==> src/rtl/instr_queue.sv <==
// Fetch-to-decode instruction buffer: DEPTH-entry circular FIFO of {instruction, PC} pairs
// with valid/ready handshakes on both sides and a synchronous flush for redirects.
module instr_queue #(
    parameter int unsigned XLEN  = 64,
    parameter int unsigned ILEN  = 32,
    parameter int unsigned DEPTH = 4
) (
    input  logic                       clk_i,
    input  logic                       arst_ni,
    input  logic                       flush_i,

    input  logic [ILEN-1:0]            in_instr_i,
    input  logic [XLEN-1:0]            in_pc_i,
    input  logic                       in_valid_i,
    output logic                       in_ready_o,

    output logic [ILEN-1:0]            out_instr_o,
    output logic [XLEN-1:0]            out_pc_o,
    output logic                       out_valid_o,
    input  logic                       out_ready_i,

    output logic [$clog2(DEPTH+1)-1:0] count_o
);

    localparam int unsigned PtrW = $clog2(DEPTH);
    localparam int unsigned CntW = $clog2(DEPTH + 1);
    localparam int unsigned EntW = ILEN + XLEN;

    localparam logic [PtrW-1:0] LastPtr = PtrW'(DEPTH - 1);
    localparam logic [CntW-1:0] FullCnt = CntW'(DEPTH);

    logic [EntW-1:0] mem_q [DEPTH];

    logic [PtrW-1:0] wr_ptr_q, wr_ptr_d;
    logic [PtrW-1:0] rd_ptr_q, rd_ptr_d;
    logic [CntW-1:0] count_q, count_d;

    logic            push;
    logic            pop;
    logic [EntW-1:0] head;

    // Explicit wrap so non-power-of-two depths never index past the last entry.
    function automatic logic [PtrW-1:0] ptr_inc(input logic [PtrW-1:0] ptr);
        return (ptr == LastPtr) ? '0 : ptr + PtrW'(1);
    endfunction

    // Flags depend only on the count register, so in_ready_o has no path from out_ready_i.
    assign in_ready_o  = (count_q != FullCnt);
    assign out_valid_o = (count_q != '0);

    assign push = in_valid_i & in_ready_o;
    assign pop  = out_valid_o & out_ready_i;

    always_comb begin
        wr_ptr_d = wr_ptr_q;
        rd_ptr_d = rd_ptr_q;
        count_d  = count_q;
        if (flush_i) begin
            wr_ptr_d = '0;
            rd_ptr_d = '0;
            count_d  = '0;
        end else begin
            if (push) begin
                wr_ptr_d = ptr_inc(wr_ptr_q);
            end
            if (pop) begin
                rd_ptr_d = ptr_inc(rd_ptr_q);
            end
            case ({push, pop})
                2'b10:   count_d = count_q + CntW'(1);
                2'b01:   count_d = count_q - CntW'(1);
                default: count_d = count_q;
            endcase
        end
    end

    always_ff @(posedge clk_i or negedge arst_ni) begin
        if (!arst_ni) begin
            wr_ptr_q <= '0;
            rd_ptr_q <= '0;
            count_q  <= '0;
        end else begin
            wr_ptr_q <= wr_ptr_d;
            rd_ptr_q <= rd_ptr_d;
            count_q  <= count_d;
        end
    end

    // Storage is deliberately left unreset; the count gates everything that leaves the queue.
    always_ff @(posedge clk_i) begin
        if (push && !flush_i) begin
            mem_q[wr_ptr_q] <= {in_instr_i, in_pc_i};
        end
    end

    assign head = mem_q[rd_ptr_q];

    always_comb begin
        out_instr_o = '0;
        out_pc_o    = '0;
        if (out_valid_o) begin
            {out_instr_o, out_pc_o} = head;
        end
    end

    assign count_o = count_q;

endmodule

==> config.mk <==
export PLATFORM = sky130hd
export DESIGN_NAME = instr_queue
export DESIGN_NICKNAME = d
export VERILOG_FILES = /design/src/rtl/instr_queue.sv
export SDC_FILE = /design/constraint.sdc
export NUM_CORES = 1
export LEC_CHECK = 0
export CORE_UTILIZATION = 35
export DETAILED_ROUTE_END_ITERATION = 6
export REMOVE_ABC_BUFFERS = 1
export SLEW_MARGIN = 20
export SYNTH_ARGS = -nofsm -noshare
export SYNTH_HDL_FRONTEND = slang
export SYNTH_SLANG_ARGS = --single-unit
==> constraint.sdc <==
create_clock -name clk_i -period 10.89 [get_ports clk_i]
set_clock_uncertainty 0.1 [all_clocks]
set_input_delay 3.267 -clock clk_i [delete_from_list [all_inputs] [get_ports clk_i]]
set_output_delay 3.267 -clock clk_i [all_outputs]
set_load 0.02 [all_outputs]
# Word-level counts from Yosys, hierarchy flattened
# Memory sizes are Yosys's and may differ from the RTL's.
# Cells that the tools add are included.
[classes] addsub=4 n_eq_ne=5 n_mux=12 n_bitwise=2 n_reduce_logical=6
[ops] op="two-way mux 64 bit" count=1
[ops] op="two-way mux 32 bit" count=1
[ops] op="two-way mux 2 bit" count=6
[ops] op="== test 2 bit, second input constant" count=3
[ops] op="one-hot mux 3 bit (2 select lines)" count=1
[ops] op="nonzero test 3 bit" count=2
[ops] op="adder 2 x 1 -> 2 bit, second input constant" count=2
[ops] op="nonzero test 2 bit" count=2
[ops] op="adder 3 x 1 -> 3 bit, second input constant" count=1
[ops] op="two-way mux 3 bit" count=1
[ops] op="inequality test 3 bit, second input constant" count=1
[ops] op="subtractor 3 x 1 -> 3 bit, second input constant" count=1
[ops] op="AND 1 bit" count=2
[ops] op="== test 2 x 1 -> 1 bit, second input constant" count=1
[ops] op="two-way mux 1 bit" count=2
[ops] op="logical AND 1 bit" count=1
[ops] op="logical NOT 1 bit" count=1
[totals] register_bits=7 ram_bits=384 inputBits=101 output_inout_bits=101 wordCells=33 memories=1
[mem_list] memory="mem_q" words=4 width=96 read_ports=1 rd_clocked_by_memory_dff=0 wr=1 line_no="32" source="logic [EntW-1:0] mem_q [DEPTH];"

# Depth between registers and ports, before layout
# Gate-level depths: netlist of the first run.
[logic_depth] word_depth=5 mapped_depth=9 depth_no_buf=6

# Worst setup path before layout of the first run
# Ideal clock, no wire load.
[synth_path] path_kind="input-to-reg" from="input port in_valid_i" to="memory mem_q[0][0] (netlist name), enable pin" setup_ns=0.466 arrival_time_ns=6.078 required_time_ns=10.324 slack_ns=4.246 cell_stages=4 path_buffers=1 cell_sequence="clkbuf_1 -> nand2_1 -> nor2_1 -> and2_1"
[synth_between] elab_chain_len=4
[synth_rtl] element="from (decl)" line_no="14" source="input logic in_valid_i,"
[synth_rtl] element="AND 1 bit" line_no="51" source="assign push = in_valid_i & in_ready_o;"
[synth_rtl] element="logical AND 1 bit" line_no="91" source="if (push && !flush_i) begin"
[synth_rtl] element="two-way mux 1 bit" line_no="91"
[synth_rtl] element="two-way mux 1 bit (not written as such)" line_no="92" source="mem_q[wr_ptr_q] <= {in_instr_i, in_pc_i};"
[synth_rtl] element="to (decl)" line_no="32"
# No other way between the ends.

# Final worst setup path of the first run
[layout_path] from="register rd_ptr_q[0]" to="output port out_instr_o[28]"
[layout_between] elab_chain_len=2
[layout_rtl] element="from (decl)" line_no="35" source="logic [PtrW-1:0] rd_ptr_q, rd_ptr_d;"
[layout_rtl] element="from (signal assigned)" line_no="84" source="rd_ptr_q <= rd_ptr_d;"
[layout_rtl] element="memory read (4 x 96 bit)"
[layout_rtl] element="two-way mux 32 bit" line_no="101" source="if (out_valid_o) begin"
[layout_rtl] element="to (decl)" line_no="17" source="output logic [ILEN-1:0] out_instr_o,"
# No other way between the ends.

==> results.toml, run 1 <==
[critical_path]
worstPathArrival_ps = 3450
cp_cell_sequence = "buf_4, mux4_2, and2_1, clkdlybuf4s50_1"
r2r-start = "count_o[2]$_DFFE_PN0P_"
crit_required_ps = 7520
cp_num_buf_inv = 2
crit_slowest_cell = "buf_4"
r2r_cells = 5
r2r_end = "mem_q[0][45]$_DFFE_PP_"
path_max_fanout = 42
critical_path_class = "flop to output port"
cp_top_family = "buffers and inverters"
cp-start-kind = "flop"
reg2reg_slack_ps = 7760
cp-end-kind = "output port"
crit_path_max_incr_delay_ps = 770

[status]
status = "finished clean"

[clocking]
post_cts_resized = 0
clock-sinks = 391
cts_hold_buffers = 0
htreeDepth = 2
cts_setup_buffers = 0
path_clk_slew_ps = 60
clk_latency_ps = 550
cts-root-buf = "clkbuf_16"
cts.path.max_buffers = 3
numCtsBuffers = 42
cts_tree = "done"

[detailed_routing]
drtPass1Iterations = 4
wl_um = 30600
post-route-drc-count = 0
routedWlPerCell_um = 21.0
vias = 7099
viasPerCell = 4.87
drtIter0Drc = 350
ant_nets = 0

[cells_and_area]
seq_area_sq_mm = 0.0117
diodes = 0
most-common-layout-cells = "edfxtp_1, clkdlybuf4s50_1, mux4_2, and2_1, clkbuf_16"
nNetsFinal = 996
area_delta_synth_final_pct = 25.6
drive_gt1_share_pct = 18.3
final_common_cell = "edfxtp_1"
fillers = 3629
multi_input_area_sq_mm = 0.00311

[power_and_ir_drop]
p_total_w = 0.00363
p_leak_nw = 5.91
switching_share_pct = 23.8
p_int_w = 0.00277
comb_power_share_pct = 16.1
vdd_drop_max_mv = 0.135
switchingPower_w = 0.000862
pwr-share-seq_pct = 47.6
power_density_mw_per_mm2 = 192
power_frac_clock_pct = 36.3

[grt]
gr-usage-all-layers_pct = 14.3
grt_pass1_vias = 7833
grt_pass1_wl_um = 47200
antenna_found_initial = 1
grt_max_degree = 101
grt-ovfl-total = 0

[die]
rows = 75
fp.dieH_um = 209
core_area_sq_mm = 0.0421
pin_count = 202
dieArea_sq_mm = 0.0437
floorplan.initialDensity_pct = 35.6
die_w_um = 209

[yosys]
postSynthCellCount = 675
synth_seq_area_share_pct = 78.0
synth_async_sr_flop_share_pct = 1.79
synth_flop_cell = "edfxtp_1"
yosys_warnings = 0
ys_types = 33
syn_area_per_cell_sq_um = 22.2
synth-edff-count = 384
synth_seq_cells = 391
mappedNetlistArea_sq_mm = 0.0150

[timing]
setup_viol = 0
finalSetupTns_ps = 0
worstMarginPinSlew_ps = 927
rsz0062_at_grt = "no"
finalCritPeriodShare_pct = 62.6
relSlewSlack_pct = 38.2
fin_crit_ps = 6810
drv_slew = 0
fmax_ghz = 0.147
report.final.hold_viol_count = 0

[placed_design]
hpwl_um = 17000
portBuffers = 201
gp_congestion = 0.674

[hold_path]
hp-class = "flop to flop"
hold_end = "wr_ptr_q[1]$_DFFE_PN0P_"
hold_path.startpoint = "wr_ptr_q[1]$_DFFE_PN0P_"
whs_path_depth = 2

[flow_run]
max_cap_violations = 0
==> registers in the layout, summed over array words and instances (netlist names) <==
| name | cells |
|---|---|
| count_o | 3 |
| mem_q | 384 |
| rd_ptr_q | 2 |
| wr_ptr_q | 2 |
==> worst max-delay path by stage <==
stage	from	to	slack [ps]	cells after the start
after global routing	rd_ptr_q[0]$_DFFE_PN0P_	out_pc_o[24]	3800	4
after global placement	in_valid_i	mem_q[0][51]$_DFFE_PP_	4440	5
final	rd_ptr_q[0]$_DFFE_PN0P_	out_instr_o[28]	4080	4
after floorplan	rd_ptr_q[0]$_DFFE_PN0P_	out_instr_o[0]	2860	2
after detailed placement	in_valid_i	mem_q[0][45]$_DFFE_PP_	4410	5
after CTS	rd_ptr_q[0]$_DFFE_PN0P_	out_pc_o[24]	3890	4
==> worst reg2reg max path: cells and delay by family (launching register included) <==
| kind | cells | cell delay, ps |
|---|---|---|
| buffers and inverters | 1 | 860 |
| DFF | 1 | 500 |
| and+or+nand+nor | 4 | 1250 |
==> power by group through the flow <==
stage / Sequential [W] / Combinational (W) / Clock, W
floorplan: 0.00178 / 0.000309 / 0
finish: 0.00173 / 0.000583 / 0.00132
global route: 0.00173 / 0.000628 / 0.00141
global placement: 0.00176 / 0.000590 / 0
detailed placement: 0.00176 / 0.000591 / 0
CTS: 0.00173 / 0.000595 / 0.00137
==> synthesized netlist by cell type, types with 3 or more instances <==
cell      number  share of area (%)
ha_1           4               0.33
edfxtp_1     384                 77
clkbuf_1      17               0.42
or3_1          3               0.12
dfrtp_1        7                1.2
mux4_2        96                 14
a21oi_1        4               0.13
and2_1       100                4.2
nand2_1        6               0.15
nand3_1        5               0.17
buf_2         14               0.47
buf_6          3               0.22
nor2_1         8               0.20
==> stage by stage <==
| step | hold slack (ps) | utilization, % | area [sq um] | setup slack, ps | instances |
|---|---|---|---|---|---|
| floorplan | 436 | - | 14800 | 2860 | 637 |
| global placement | 474 | 41.7 | 17600 | 4440 | 1384 |
| detailed placement | 478 | 41.7 | 17600 | 4410 | 1384 |
| CTS | 486 | 44.7 | 18800 | 3890 | 1458 |
| global route | 521 | 44.8 | 18900 | 3800 | 1459 |
| finish | 481 | 44.8 | 18900 | 4080 | 1459 |
==> layer usage <==
layer	wire [um]	global-route usage [%]	share of wire (%)	up-vias
li1	-	-	-	3180
met1	12900	17.8	42	3692
met2	15500	24.6	51	176
met3	1500	3.28	4.9	49
met4	679	4.97	2.2	2
met5	13	0	0.043	-
==> kinds of logic after synthesis <==
family	Yosys count	synth area share, %
muxes	96	14.4
and+or+nand+nor	128	5.07
AOI/OAI and AO/OA	12	0.508
xor gates and xnor gates	3	0.175
DFF	391	78.0
adders and majority gates	5	0.467
buffers and inverters	40	1.42
==> area by class of cell <==
type | count | share of cell area, %
clock buffers | 53 | 5.90
clock inverters | 21 | 0.803
inverters | 2 | 0.0398
multi-input cells | 244 | 16.5
flip-flops and latches | 391 | 62.1
well taps | 539 | 3.57
repair buffers | 209 | 11.1
Power figures use the tool's default switching activity.
==> inputs of run 2 (changes only) <==
Clock period 10.89 ns to 5.65 ns, I/O delays scaled along.
==> results.toml, run 2 (synthesized netlist as in run 1, its figures left out) <==
[flow_run]
max_cap_violations = 0

[detailed_routing]
drtIter0Drc = 380
vias = 7142
drtPass1Iterations = 4
routedWlPerCell_um = 20.8
viasPerCell = 4.84
ant_nets = 0
wl_um = 30700
post-route-drc-count = 0

[power_and_ir_drop]
p_leak_nw = 6.06
power_density_mw_per_mm2 = 379
vdd_drop_max_mv = 0.221

[timing]
whs_ps = 481
drv_slew = 0
report.final.hold_viol_count = 0
finalCritPeriodShare_pct = 85.2
setup_viol = 0
fin_crit_ps = 4810
relSlewSlack_pct = 57.3
rsz0062_at_grt = "no"
fmax_ghz = 0.208
finalSetupTns_ps = 0
worstMarginPinSlew_ps = 640

[cells_and_area]
area_delta_synth_final_pct = 28.0
most-common-layout-cells = "edfxtp_1, clkdlybuf4s50_1, mux4_2, and2_1, clkbuf_16"
final_common_cell = "edfxtp_1"
largest_reg_flops = 384
drive_gt1_share_pct = 19.4
nNetsFinal = 1007
regMostFlops = "mem_q"

[die]
rows = 75
core_area_sq_mm = 0.0421
die_w_um = 209
fp.dieH_um = 209
floorplan.initialDensity_pct = 35.6
pin_count = 202
dieArea_sq_mm = 0.0437

[critical_path]
crit_required_ps = 3860
cp-startpoint = "rd_ptr_q[0]$_DFFE_PN0P_"
reg2reg_slack_ps = 3110
worstPathArrival_ps = 3020
cp-end-kind = "output port"
r2r-start = "count_o[0]$_DFFE_PN0P_"
path_max_fanout = 29
critical_path_class = "flop to output port"
cp-start-kind = "flop"

[clocking]
clock-sinks = 391
path_clk_slew_ps = 60
cts_setup_buffers = 0
cts.path.max_buffers = 3
clk_latency_ps = 550
cts_tree = "done"
htreeDepth = 2
numCtsBuffers = 43
post_cts_resized = 0
cts-root-buf = "clkbuf_16"
cts_hold_buffers = 0

[placed_design]
hpwl_um = 18200
portBuffers = 201
gp_congestion = 0.708

[grt]
grt_max_degree = 54
grt_pass1_wl_um = 47200
grt_pass1_vias = 7905
grt-ovfl-total = 0
antenna_found_initial = 2
gr-usage-all-layers_pct = 14.5

[status]
status = "finished clean"

[hold_path]
hold_path.startpoint = "wr_ptr_q[1]$_DFFE_PN0P_"
hp-class = "flop to flop"
-- run 2: report_power, final --
part           switching (W)  internal, W  leakage, nW
Combinational       0.000553     0.000590         1.79
Clock                0.00108      0.00172        0.697
Sequential         0.0000526      0.00328         3.58
-- run 2: final cells by class --
type,count,area [sq um]
tap,539,674
clock inverter,28,287
inverter,2,7.51
multi-input combinational,244,3110
timing repair buffer,219,2270
antenna,1,2.50
sequential,391,11700
clock buffer,51,1150
fill,3600,22900
-- run 2: layer usage --
| metal | share of wire, % | track usage [%] |
|---|---|---|
| met1 | 42 | 17.8 |
| met2 | 50 | 24.6 |
| met3 | 5.8 | 3.88 |
| met4 | 2.0 | 5.05 |
| met5 | 0 | 0 |
-- run 2: critical path: stages (launching register included) --
cell	delay, ps
dfrtp_4	850
buf_4	360
mux4_2	530
and2_1	170
clkdlybuf4s50_1	540
-- run 2: path summary, 6_finish.rpt --
check	cells past startpoint	endpoint
worst max-delay path	4	out_pc_o[20]
worst min-delay path	2	wr_ptr_q[1]$_DFFE_PN0P_
worst max register to register	5	mem_q[0][67]$_DFFE_PP_
worst min register to register	2	wr_ptr_q[1]$_DFFE_PN0P_
max in group asynchronous	1	rd_ptr_q[0]$_DFFE_PN0P_
min in group asynchronous	1	wr_ptr_q[0]$_DFFE_PN0P_
-- run 2: per-stage QoR --
stage / cells / area (sq um) / utilization [%] / power (W) / setup slack, ps
global route: 1474 / 19200 / 45.6 / 0.00757 / 627
CTS: 1474 / 19200 / 45.6 / 0.00741 / 713
floorplan: 637 / 14800 / - / 0.00403 / -813
detailed placement: 1395 / 17800 / 42.2 / 0.00457 / 1330
finish: 1475 / 19200 / 45.6 / 0.00728 / 836
global placement: 1395 / 17800 / 42.2 / 0.00456 / 1340
==> inputs of run 3 (changes only) <==
Settings changed: SKIP_CTS_REPAIR_TIMING set to 1.
==> results of run 3 <==
The final DEF is identical to that of run 2; final timing and power are the same.
